===== src/rtl/compute_pkg.sv =====
// Shared definitions for the compute scheduler: FSM encoding, engine indices,
// default timing parameters and the engine-ordering helper.
package compute_pkg;

  localparam int LOAD_CYCLES_DEF = 3;
  localparam int TIMEOUT_DEF     = 64;
  localparam int CNT_W           = 8;

  localparam logic [1:0] ENG_PE  = 2'd0;
  localparam logic [1:0] ENG_SA3 = 2'd1;
  localparam logic [1:0] ENG_SA2 = 2'd2;

  // Engines still to run once the named engine has finished.
  localparam logic [2:0] AFTER_PE  = 3'b110;
  localparam logic [2:0] AFTER_SA3 = 3'b100;
  localparam logic [2:0] AFTER_SA2 = 3'b000;

  typedef enum logic [2:0] {
    ST_IDLE     = 3'd0,
    ST_LOAD     = 3'd1,
    ST_PE_RUN   = 3'd2,
    ST_SA3_RUN  = 3'd3,
    ST_SA2_RUN  = 3'd4,
    ST_WAIT_CAP = 3'd5,
    ST_DONE     = 3'd6
  } state_e;

  // First remaining enabled engine in PE, SA3, SA2 order; WAIT_CAP when none left.
  function automatic state_e next_run_state(input logic [2:0] rem);
    if (rem[ENG_PE])  return ST_PE_RUN;
    if (rem[ENG_SA3]) return ST_SA3_RUN;
    if (rem[ENG_SA2]) return ST_SA2_RUN;
    return ST_WAIT_CAP;
  endfunction

endpackage


===== src/rtl/sched_cycle_cnt.sv =====
// Window counter shared by LOAD and the engine RUN states: cleared on state
// entry, counts while enabled, flags the last cycle of a limit_i-cycle window.
module sched_cycle_cnt
  import compute_pkg::*;
#(
  parameter int W = CNT_W
) (
  input  logic         clk,
  input  logic         reset,
  input  logic         clear_i,
  input  logic         en_i,
  input  logic [W-1:0] limit_i,
  output logic         tc_o
);

  logic [W-1:0] cnt_q, cnt_d;

  always_comb begin
    cnt_d = cnt_q;
    if (clear_i) begin
      cnt_d = '0;
    end else if (en_i) begin
      cnt_d = cnt_q + W'(1);
    end
  end

  always_ff @(posedge clk or negedge reset) begin
    if (!reset) begin
      cnt_q <= '0;
    end else begin
      cnt_q <= cnt_d;
    end
  end

  assign tc_o = (cnt_q == (limit_i - W'(1)));

endmodule


===== src/rtl/compute_sched_ctrl.sv =====
// Job sequencer: operand load, then each enabled engine in turn (with a
// per-engine timeout), then wait for memory capture and pulse done.
module compute_sched_ctrl
  import compute_pkg::*;
#(
  parameter int LOAD_CYCLES = LOAD_CYCLES_DEF,
  parameter int TIMEOUT     = TIMEOUT_DEF
) (
  input  logic       clk,
  input  logic       reset,
  input  logic       start_i,
  input  logic       abort_i,
  input  logic [2:0] cfg_en_i,
  input  logic       pe_done_i,
  input  logic       sa3_done_i,
  input  logic       sa2_done_i,
  input  logic       done_capture_i,
  output logic       run_valid_o,
  output logic       PE_valid_o,
  output logic       SA_3x3_valid_o,
  output logic       SA_2x2_valid_o,
  output logic       busy_o,
  output logic       done_o,
  output logic       err_o,
  output logic [2:0] state_o
);

  state_e     state_q, state_d;
  logic [2:0] en_q, en_d;
  logic       err_q, err_d;

  logic run_valid_q, pe_valid_q, sa3_valid_q, sa2_valid_q, busy_q, done_q;

  logic             cnt_clear, cnt_en, cnt_tc;
  logic [CNT_W-1:0] cnt_limit;

  always_comb begin
    state_d = state_q;
    en_d    = en_q;
    err_d   = err_q;
    case (state_q)
      ST_IDLE: begin
        if (start_i) begin
          state_d = ST_LOAD;
          en_d    = cfg_en_i;
          err_d   = 1'b0;
        end
      end
      ST_LOAD: begin
        if (cnt_tc) begin
          state_d = (en_q == 3'b000) ? ST_DONE : next_run_state(en_q);
        end
      end
      ST_PE_RUN: begin
        if (pe_done_i || cnt_tc) begin
          state_d = next_run_state(en_q & AFTER_PE);
          if (!pe_done_i) err_d = 1'b1;
        end
      end
      ST_SA3_RUN: begin
        if (sa3_done_i || cnt_tc) begin
          state_d = next_run_state(en_q & AFTER_SA3);
          if (!sa3_done_i) err_d = 1'b1;
        end
      end
      ST_SA2_RUN: begin
        if (sa2_done_i || cnt_tc) begin
          state_d = next_run_state(en_q & AFTER_SA2);
          if (!sa2_done_i) err_d = 1'b1;
        end
      end
      ST_WAIT_CAP: begin
        if (done_capture_i) state_d = ST_DONE;
      end
      ST_DONE: state_d = ST_IDLE;
      default: state_d = ST_IDLE;
    endcase
    // Abort overrides everything decided above, including a timeout in the same cycle.
    if (abort_i && (state_q != ST_IDLE)) begin
      state_d = ST_IDLE;
      err_d   = err_q;
    end
  end

  assign cnt_en    = (state_q == ST_LOAD) || (state_q == ST_PE_RUN) ||
                     (state_q == ST_SA3_RUN) || (state_q == ST_SA2_RUN);
  assign cnt_clear = (state_d != state_q);
  assign cnt_limit = (state_q == ST_LOAD) ? CNT_W'(LOAD_CYCLES) : CNT_W'(TIMEOUT);

  sched_cycle_cnt #(
    .W (CNT_W)
  ) u_cnt (
    .clk     (clk),
    .reset   (reset),
    .clear_i (cnt_clear),
    .en_i    (cnt_en),
    .limit_i (cnt_limit),
    .tc_o    (cnt_tc)
  );

  // Outputs are decoded from the next state so they change on the same edge as the state.
  always_ff @(posedge clk or negedge reset) begin
    if (!reset) begin
      state_q     <= ST_IDLE;
      en_q        <= 3'b000;
      err_q       <= 1'b0;
      run_valid_q <= 1'b0;
      pe_valid_q  <= 1'b0;
      sa3_valid_q <= 1'b0;
      sa2_valid_q <= 1'b0;
      busy_q      <= 1'b0;
      done_q      <= 1'b0;
    end else begin
      state_q     <= state_d;
      en_q        <= en_d;
      err_q       <= err_d;
      run_valid_q <= (state_d == ST_LOAD);
      pe_valid_q  <= (state_d == ST_PE_RUN);
      sa3_valid_q <= (state_d == ST_SA3_RUN);
      sa2_valid_q <= (state_d == ST_SA2_RUN);
      busy_q      <= (state_d != ST_IDLE);
      done_q      <= (state_d == ST_DONE);
    end
  end

  assign run_valid_o    = run_valid_q;
  assign PE_valid_o     = pe_valid_q;
  assign SA_3x3_valid_o = sa3_valid_q;
  assign SA_2x2_valid_o = sa2_valid_q;
  assign busy_o         = busy_q;
  assign done_o         = done_q;
  assign err_o          = err_q;
  assign state_o        = state_q;

endmodule

===== config.mk =====
export PLATFORM = sky130hd
export DESIGN_NAME = compute_sched_ctrl
export DESIGN_NICKNAME = d
export VERILOG_FILES = /design/src/rtl/compute_pkg.sv /design/src/rtl/sched_cycle_cnt.sv /design/src/rtl/compute_sched_ctrl.sv
export SDC_FILE = /design/constraint.sdc
export NUM_CORES = 1
export LEC_CHECK = 0
export CAP_MARGIN = 20
export CORE_MARGIN = 8
export CORE_UTILIZATION = 45
export CTS_CLUSTER_DIAMETER = 50
export DETAILED_ROUTE_END_ITERATION = 16
export PLACE_DENSITY = 0.73
export SKIP_LAST_GASP = 1
export SLEW_MARGIN = 20
export SYNTH_ARGS = -nofsm -noshare
export SYNTH_HDL_FRONTEND = slang
export SYNTH_SLANG_ARGS = --single-unit
export TNS_END_PERCENT = 10

===== constraint.sdc =====
create_clock -name clk -period 2.1 [get_ports clk]
set_input_delay 0.42 -clock clk [delete_from_list [all_inputs] [get_ports clk]]
set_output_delay 0.42 -clock clk [all_outputs]
set_load 0.01 [all_outputs]

==> reports/summary.txt, run 1 <==
R2R depth: 9
Clock Latency Late Sink: 0.31 ns
Worst-margin pin slew: 0.390 ns
Port Buffers: 20
Initial drt markers: 123
Clock Power Share: 0.087
Leakage power: 0.779 nW
Worst Clk Skew: 0.00197 ns
RSZ-0062 raised after global routing: true
Antenna violations before repair: 0
GR Overflow Total: 0
Gate power share: 0.664
Crit path launch type: register
EDFF count, synth: 0
Syn_area_per_cell: 9.62 sq um
Area of the multi-input gates: 856 sq um
Primary FF master, synth: dfrtp_1
CP required: 2.36 ns
Post-Synth Adder-Cell Area: 0.00929
CTS tree: built
Fillers: 234
Synth top area share: 0.390
Max Root-Sink Buffers: 2
I/O pin total: 21
Vias per cell: 5.78
Clk slew on worst S/H paths: 0.12 ns
Worst hold path type: primary input to asynchronous set/reset pin
Area share of xor/xnor cells in the synthesized design: 0.0641
Post-Synth Simple-Gate Area: 0.291
HPWL Detailed: 2520 um
Synth Register Bits: 21
Synth Net Count: 152
Pin count of the biggest net entering global routing: 22
Crit Path Max Fanout: 9
Starting density of the core: 0.456
Final #Nets: 202
Final period util: 1.02
Max rail drop VDD: 0.000807 V
Count leader, synth: dfrtp_1
Non-Filler Instances: 222
Synth async-reset ratio: 1.00
Max-slew headroom: 0.740
Cts bufs inserted: 3
Outcome: finished, violations left
Vias: 1283
Area contributors post-synth: dfrtp_1 39%, nor3_1 3.3%, mux2_2 3.3%
Fmax: 0.465 GHz
Sequential fraction of the synthesis area: 0.390
Number of remaining DRC errors: 0
Site Rows: 20
Final min period: 2.15 ns
Post-DRT Antenna Nets: 0
Yosys cell types: 48
First-pass GRT wire length: 5670 um
Seq pwr share: 0.248
Routed wire length: 3640 um
Router iterations before antenna repair: 4
Synth Area in Compound Gates: 0.151
Synthesized area: 1350 sq um
Fin. max-slew vios: 0
Sw power: 984 uW
Post-synthesis mux area share: 0.0520
Main combinational cell family by area after synthesis: simple AND/OR/NAND/NOR gates
Pwr/cell area: 1230 nW/um^2
H-tree depth: 1
Dpl cells: 208
Mapped Cells: 140
YS warnings: 0
Layout area overhead: 41.6%
Final setup viols: 7
Crit Path Class: register to register
Global placement routability congestion: 0.920
Hold buffers post-CTS: 0
Layout cell share with drive strength beyond 1: 0.370
Final worst slack: -0.0486 ns
Ant diodes: 0
Clock Tree Root: clkbuf_4
Final Hold Viols: 0
Reg area: 531 sq um
Critical path arrival: 2.41 ns
Chip width: 70.7 um
Sink Count: 21
Total Die Area: 5000 sq um
Area leader, netlist: dfrtp_1
Vias in the first global route: 1258
Max-Cap Viols: 0
Synth top cells by count: 21 x dfrtp_1, 12 x nor2_1, 10 x nand2_1
Crit path capture type: register
Core area: 2950 sq um
Failing checks: setup timing
Sw frac: 0.420
P_int: 1.36 mW
Pre-CTS worst setup slack: -0.221 ns
Setup_tns: -0.139 ns
Tot GR Track Use: 0.137
Avg WL per Cell: 16.4 um
Die Span Y: 70.7 um
worst max-delay path: stages, from the launching register on:
cell        delay [ns]
dfrtp_1           0.40
buf_6             0.15
clkinvlp_4        0.15
o22ai_1           0.29
a31oi_2           0.17
a2111oi_4         0.34
buf_4             0.20
buf_4             0.11
buf_4             0.12
and3_2            0.16
through the flow:
stage	hold slack [ns]	util	power, mW	cell area (sq um)
3_3_place_gp	0.501	0.577	1.77	1700
5_1_grt	0.449	0.646	2.51	1910
4_1_cts	0.436	0.590	2.02	1740
6_report	0.433	0.646	2.34	1910
3_5_place_dp	0.509	0.577	1.80	1700
2_1_floorplan	0.124	-	1.38	1360
repair_timing:
item,CTS,global route
pin swaps,2,12
gates resized for setup,2,18
endpoints found under the setup margin,10,12
setup buffers,0,10
gates cloned,0,0
state kept, by name, indices dropped and copies added, names as in the netlist:
| register | cells |
|---|---|
| state_o | 3 |
| err_o | 1 |
| u_cnt.cnt_q | 8 |
| done_o | 1 |
| en_q | 3 |
| busy_o | 1 |
| PE_valid_o | 1 |
| run_valid_o | 1 |
| SA_3x3_valid_o | 1 |
| SA_2x2_valid_o | 1 |
final cells by class:
class | instances | share of cell area
Clock buffer | 3 | 0.0118
Clock inverter | 1 | 0.00262
Inverter | 5 | 0.0118
Multi-Input combinational cell | 109 | 0.449
Sequential cell | 21 | 0.278
Tap cell | 33 | 0.0217
Timing Repair Buffer | 50 | 0.225
final timing paths:
kind	from	end	slack [ns]
max	state_o[0]	PE_valid_o	-0.05
min	reset	err_o	0.43
max reg2reg	state_o[0]	PE_valid_o	-0.05
min reg2reg	err_o	err_o	0.52
max in group asynchronous	reset	state_o[2]	1.44
min in group clk	err_o	err_o	0.52
cell families after synthesis:
group,after synthesis
AND/OR/NAND/NOR,66
AO/OA/AOI/OAI,27
flip-flops,21
buffers and inverters,10
XOR/XNOR,9
multiplexers,6
adder cells (fa/ha/maj),1
layer usage:
layer | track usage | part of all wire | vias up
li1 | - | - | 607
met1 | 0.159 | 0.39 | 617
met2 | 0.229 | 0.49 | 48
met3 | 0.0508 | 0.088 | 11
met4 | 0.0439 | 0.027 | 0
met5 | 0 | 0 | -
power groups by stage:
| stage | registers [mW] | clock network, mW | logic (mW) |
|---|---|---|---|
| finish | 0.581 | 0.205 | 1.56 |
| global route | 0.595 | 0.222 | 1.69 |
| CTS | 0.579 | 0.209 | 1.23 |
| detailed placement | 0.586 | 0 | 1.22 |
| global placement | 0.582 | 0 | 1.19 |
| floorplan | 0.612 | 0 | 0.772 |
cell usage in the layout (no fill, tap or decap), drive strengths merged, types with 2 or more instances in the layout:
cell type	instances
o21ai	5
nor3	9
or3b	2
mux2	5
o22ai	2
clkbuf	3
xnor2	5
nor4b	2
o22a	2
and4	2
a31oi	2
buf	30
nor2	12
a21o	2
dfrtp	21
nor2b	3
o211ai	3
nand3	7
nor3b	3
nand4	2
nand2b	4
inv	4
a21oi	6
and3	2
nand2	10
nand3b	2
clkdlybuf4s50	20
xor2	4
(Power assumes the default switching activity.)
==> inputs of run 2 (changes only) <==
- CORE_UTILIZATION: 45 -> 40
- CTS_CLUSTER_DIAMETER: 50 -> 150
- PLACE_DENSITY: 0.73 -> 0.67
==> run 2 against run 1 <==
The flow still finishes with violations (setup timing). Cell count rose by 4.5%. Via count is 6.9% lower. Power up 1.3%. Register-to-register slack worse by 0.04 ns. Combinational power about the same. Hold slack gained 0.013 ns. Largest power group unchanged.
==> reports/summary.txt, run 2 (same netlist as run 1, synthesis figures left out) <==
Initial drt markers: 73 (-41%)
Critical path arrival: 2.42 ns (about the same)
Leakage power: 0.790 nW (+1.3%)
Final min period: 2.18 ns (+0.0357 ns)
Clk slew on worst S/H paths: 0.12 ns (about the same)
Critical path buffers and inverters: 0 (-5)
Starting density of the core: 0.410 (-0.0460)
Vias: 1194 (-6.9%)
Most common cell after layout, fill and taps aside: buf_4
Cts bufs inserted: 3 (unchanged)
GR Overflow Total: 0 (unchanged)
Tot GR Track Use: 0.137 (-0.000299)
Fmax: 0.458 GHz (-1.6%)
Final period util: 1.04 (+0.0170)
Fin. max-slew vios: 0 (unchanged)
Core area: 3280 sq um (+11%)
Pwr/cell area: 1250 nW/um^2 (+1.7%)
Crit path capture type: register
Worst Clk Skew: 0.00326 ns (+0.00129 ns)
Port Buffers: 20 (unchanged)
Max rail drop VDD: 0.000635 V (-21%)
Number of remaining DRC errors: 0 (unchanged)
Layout cell share with drive strength beyond 1: 0.333 (-0.0370)
Final worst slack: -0.0844 ns (-0.0357 ns)
Crit Path Max Fanout: 8 (-1)
CTS tree: built
Ant diodes: 0 (unchanged)
Most used cell, CP: or3b_4
First-pass GRT wire length: 5930 um (+4.5%)
Max-slew headroom: 0.773 (+0.0331)
HPWL Detailed: 2700 um (+7.0%)
Site Rows: 21 (+5.0%)
Clock Latency Late Sink: 0.30 ns (about the same)
Outcome: finished, violations left
Chip width: 74.0 um (+4.7%)
Global placement routability congestion: 0.917 (-0.28%)
Reg-to-reg startpoint: state_o[1]
Sink Count: 21 (unchanged)
Vias in the first global route: 1251 (-0.56%)
Failing checks: setup timing
Worst-margin pin slew: 0.340 ns (-0.0504 ns)
Worst Setup SP: state_o[1]
Hold slack final: 0.446 ns (+0.0131 ns)
Family with the most delay on the worst path: simple AND/OR/NAND/NOR gates
RSZ-0062 raised after global routing: true
CP required: 2.34 ns (-0.02 ns)
Hold buffers post-CTS: 0 (unchanged)
CP Cell Sequence: or3b_4 -> nand4_1 -> nand3b_1 -> a221o_1 -> or3b_4 -> nor3_2
Layout area overhead: 41.2%
Final setup viols: 8 (+1)
CP max stage delay: 0.49 ns (+0.09 ns)
Finished Cell Area: 1900 sq um (-0.33%)
Crit Path Class: register to register
Max Root-Sink Buffers: 2 (unchanged)
Largest register by flop count: u_cnt.cnt_q
Antenna violations before repair: 0 (unchanged)
Router iterations before antenna repair: 4 (unchanged)
Placed cell areas: 1770 sq um (+3.6%)
Routed wire length: 3420 um (-6.1%)
Final #Nets: 199 (-1.5%)
Avg WL per Cell: 14.7 um (-10%)
Max FFs per register: 8 (unchanged)
Commonest cells after routing, fill and taps aside: 26 x buf_4, 20 x clkdlybuf4s50_1, 19 x dfrtp_1, 12 x nor2_1, 10 x nand2_1
Pin count of the biggest net entering global routing: 22 (unchanged)
I/O pin total: 21 (unchanged)
Fillers: 306 (+31%)
Vias per cell: 5.15 (-11%)
Crit path launch type: register
Max-Cap Viols: 0 (unchanged)
Die Span Y: 74.0 um (+4.7%)
Clock Tree Root: clkbuf_4
Pre-CTS worst setup slack: -0.241 ns (-0.0199 ns)
Total Die Area: 5480 sq um (+9.6%)
H-tree depth: 1 (unchanged)
Final Hold Viols: 0 (unchanged)
CP max stage cell: or3b_4
Post-DRT Antenna Nets: 0 (unchanged)
Worst hold path type: primary input to asynchronous set/reset pin
-- run 2: cell count changes in the layout (fill, tap and decap cells not counted), sizes merged --
cell | previous run | this run
buf | 30 | 27
clkinvlp | 1 | 0
inv | 4 | 5
-- run 2: timing repair --
action,4_1_cts,5_1_grt
gates resized for setup,8,7
cloned,0,0
endpoints found under the setup margin,10,13
pin swaps,1,11
buffers inserted,0,1
-- run 2: power by group --
| part | leakage, nW | internal (mW) | total [mW] | switching (mW) |
|---|---|---|---|---|
| clock network | 0.0177 | 0.0709 | 0.194 | 0.123 |
| logic | 0.498 | 0.816 | 1.59 | 0.778 |
| registers | 0.274 | 0.509 | 0.584 | 0.0753 |
-- run 2: final cells by class --
| cell class | count | area, sq um | area share |
|---|---|---|---|
| Sequential cell | 21 | 528 | 0.278 |
| Clock inverter | 1 | 5.00 | 0.00263 |
| Tap cell | 46 | 57.6 | 0.0303 |
| Inverter | 5 | 18.8 | 0.00987 |
| Clock buffer | 3 | 22.5 | 0.0118 |
| Timing Repair Buffer | 47 | 415 | 0.219 |
| Multi-Input combinational cell | 109 | 853 | 0.449 |
-- run 2: per-layer routing --
metal | routed length [um] | GRT usage | vias to the layer above | share of wire
met2 | 1730 | 0.233 | 17 | 0.51
li1 | - | - | 597 | -
met5 | 0 | 0 | - | 0
met1 | 1520 | 0.165 | 576 | 0.44
met3 | 133 | 0.0296 | 4 | 0.039
met4 | 37 | 0.0466 | 0 | 0.011
-- run 2: worst paths after layout --
check	slack, ns	end	cells after the start
worst max register to register	-0.08	u_cnt.cnt_q[2]	6
min in group clk	0.52	err_o	2
worst min-delay path	0.45	en_q[2]	2
worst min register to register	0.52	err_o	2
max in group asynchronous	1.43	state_o[2]	2
worst max-delay path	-0.08	u_cnt.cnt_q[2]	6
-- run 2: stage by stage --
stage          utilization  instances  power, mW  setup TNS, ns
4_1_cts              0.560        231       2.18         -0.401
6_report             0.579        232       2.37         -0.347
2_1_floorplan            -        140       1.38              0
5_1_grt              0.579        232       2.54          -1.20
3_3_place_gp         0.538        227       1.85          -2.07
3_5_place_dp         0.538        227       1.88          -2.32
==> inputs of run 3 (changes only) <==
- GPL_ROUTABILITY_DRIVEN: not set -> 0
==> run 3 against run 2 <==
The run still ends with setup timing left. Maximum frequency increased by 3.4%. Die area unchanged. Critical path depth unchanged. Utilization decreased by 0.76 points. Flip-flop and latch count unchanged.
==> reports/summary.txt, run 3 (same netlist as run 1, synthesis figures left out) <==
Router iterations before antenna repair: 4 (unchanged)
Worst hold path type: primary input to asynchronous set/reset pin
CP max stage cell: or3b_4
Hold buffers post-CTS: 0 (unchanged)
Vias in the first global route: 1254 (+0.24%)
Routed wl met2: 1600 um (-8.0%)
HPWL Detailed: 2600 um (-3.7%)
Final period util: 1.01 (-0.0341)
Initial drt markers: 66 (-9.6%)
Core area: 3280 sq um (unchanged)
Starting density of the core: 0.410 (unchanged)
CP required: 2.33 ns (about the same)
Most used cell, CP: or3b_4
Layout cell share with drive strength beyond 1: 0.333 (unchanged)
Fmax: 0.473 GHz (+3.4%)
Layout area overhead: 39.3%
Reg-to-reg slack, setup: -0.01 ns (+0.07 ns)
Critical Path Stages: 6 (unchanged)
Max Root-Sink Buffers: 2 (unchanged)
Site Rows: 21 (unchanged)
Most common cell after layout, fill and taps aside: buf_4
Commonest cells after routing, fill and taps aside: 27 x buf_4, 20 x clkdlybuf4s50_1, 19 x dfrtp_1, 12 x nor2_1, 10 x nand2_1
Crit path launch type: register
Final worst slack: -0.0128 ns (+0.0716 ns)
RSZ-0062 raised after global routing: true
Worst-margin pin slew: 0.380 ns (+0.0404 ns)
Met3 WL post-DR: 113 um (-15%)
Crit Path Max Fanout: 8 (unchanged)
Critical path arrival: 2.34 ns (-0.08 ns)
Antenna violations before repair: 0 (unchanged)
Max FFs per register: 8 (unchanged)
Pin count of the biggest net entering global routing: 22 (unchanged)
Max-Cap Viols: 0 (unchanged)
Tot GR Track Use: 0.128 (-0.00853)
Chip width: 74.0 um (unchanged)
Top Layer Used: met4
First-pass GRT wire length: 5630 um (-5.0%)
Fin. max-slew vios: 0 (unchanged)
Port Buffers: 20 (unchanged)
Failing checks: setup timing
Outcome: finished, violations left
GR Overflow Total: 0 (unchanged)
R2R depth: 6 (unchanged)
Crit Path Class: register to register
Worst Clk Skew: 0.00608 ns (+0.00282 ns)
Pwr/cell area: 1190 nW/um^2 (-4.6%)
Vias per cell: 5.06 (-1.7%)
Max rail drop VDD: 0.000492 V (-23%)
Family with the most delay on the worst path: simple AND/OR/NAND/NOR gates
Clock Tree Root: clkbuf_4
Final min period: 2.11 ns (-0.0716 ns)
Largest register by flop count: u_cnt.cnt_q
Routed wire length: 3280 um (-4.1%)
Avg WL per Cell: 14.1 um (-4.1%)
CP Cell Sequence: or3b_4 -> nand4_1 -> nand3b_1 -> a221o_1 -> or3b_4 -> nor3_2
Total Die Area: 5480 sq um (unchanged)
Worst flop-to-flop path endpoint: u_cnt.cnt_q[5]
Cts bufs inserted: 3 (unchanged)
Fillers: 301 (-1.6%)
CP max stage delay: 0.48 ns (about the same)
Ant diodes: 0 (unchanged)
I/O pin total: 21 (unchanged)
H-tree depth: 1 (unchanged)
Hold slack final: 0.446 ns (+0.000614 ns)
Die Span Y: 74.0 um (unchanged)
Reg-to-reg startpoint: state_o[1]
M1 WL: 1550 um (+2.5%)
Leakage power: 0.775 nW (-1.8%)
Final setup viols: 2 (-6)
Final #Nets: 199 (unchanged)
Final Hold Viols: 0 (unchanged)
CTS tree: built
Clock Latency Late Sink: 0.30 ns (about the same)
Clk slew on worst S/H paths: 0.12 ns (about the same)
Pre-CTS worst setup slack: -0.250 ns (-0.00873 ns)
Vias: 1174 (-1.7%)
Crit path capture type: register
Number of remaining DRC errors: 0 (unchanged)
Max-slew headroom: 0.747 (-0.0265)
Worst Setup SP: state_o[1]
Critical path buffers and inverters: 0 (unchanged)
Critical Path Sink: u_cnt.cnt_q[5]
Sink Count: 21 (unchanged)
Post-DRT Antenna Nets: 0 (unchanged)
[run 3: cell counts in the layout (fill, tap and decap cells not counted)]
No cell type changed its count.
[run 3: power breakdown]
part | internal, mW | switching [mW] | total (mW)
combinational | 0.727 | 0.727 | 1.45
sequential | 0.509 | 0.0773 | 0.586
clock | 0.0709 | 0.123 | 0.194
total | 1.31 | 0.927 | 2.23
[run 3: through the flow]
stage / cell area (sq um) / utilization / setup TNS [ns] / power, mW / std cells
floorplan: 1360 / - / 0 / 1.38 / 140
global placement: 1770 / 0.538 / -2.09 / 1.86 / 227
detailed placement: 1770 / 0.538 / -2.29 / 1.88 / 227
CTS: 1830 / 0.558 / -0.116 / 2.18 / 232
global route: 1880 / 0.571 / -0.754 / 2.41 / 232
finish: 1880 / 0.571 / -0.0168 / 2.23 / 232
[run 3: final cells by class]
| type | instances | area (sq um) | share of cell area |
|---|---|---|---|
| Sequential cell | 21 | 528 | 0.282 |
| Inverter | 5 | 18.8 | 0.0100 |
| Clock inverter | 1 | 5.00 | 0.00267 |
| Timing Repair Buffer | 47 | 403 | 0.215 |
| Clock buffer | 3 | 22.5 | 0.0120 |
| Tap cell | 46 | 57.6 | 0.0307 |
| Multi-Input combinational cell | 109 | 841 | 0.448 |
[run 3: repair_timing]
item,CTS,global route
setup buffers,1,0
resized for setup,6,7
pin swaps,1,12
setup endpoints to repair,10,13
[run 3: worst min path at each step]
stage                     startpoint  cells after the start  slack [ns]        endpoint
after floorplan                reset                      0        0.12      PE_valid_o
after detailed placement       err_o                      2        0.51           err_o
after CTS                      reset                      2        0.45         en_q[2]
final                          reset                      2        0.45  u_cnt.cnt_q[0]
after global placement         err_o                      2        0.50           err_o
after global routing           reset                      2        0.45      state_o[0]
[run 3: metal layers]
layer  vias to the layer above  track usage
li1                        600            -
met1                       559        0.158
met2                        13        0.226
met3                         2       0.0243
met4                         0       0.0266
met5                         -            0
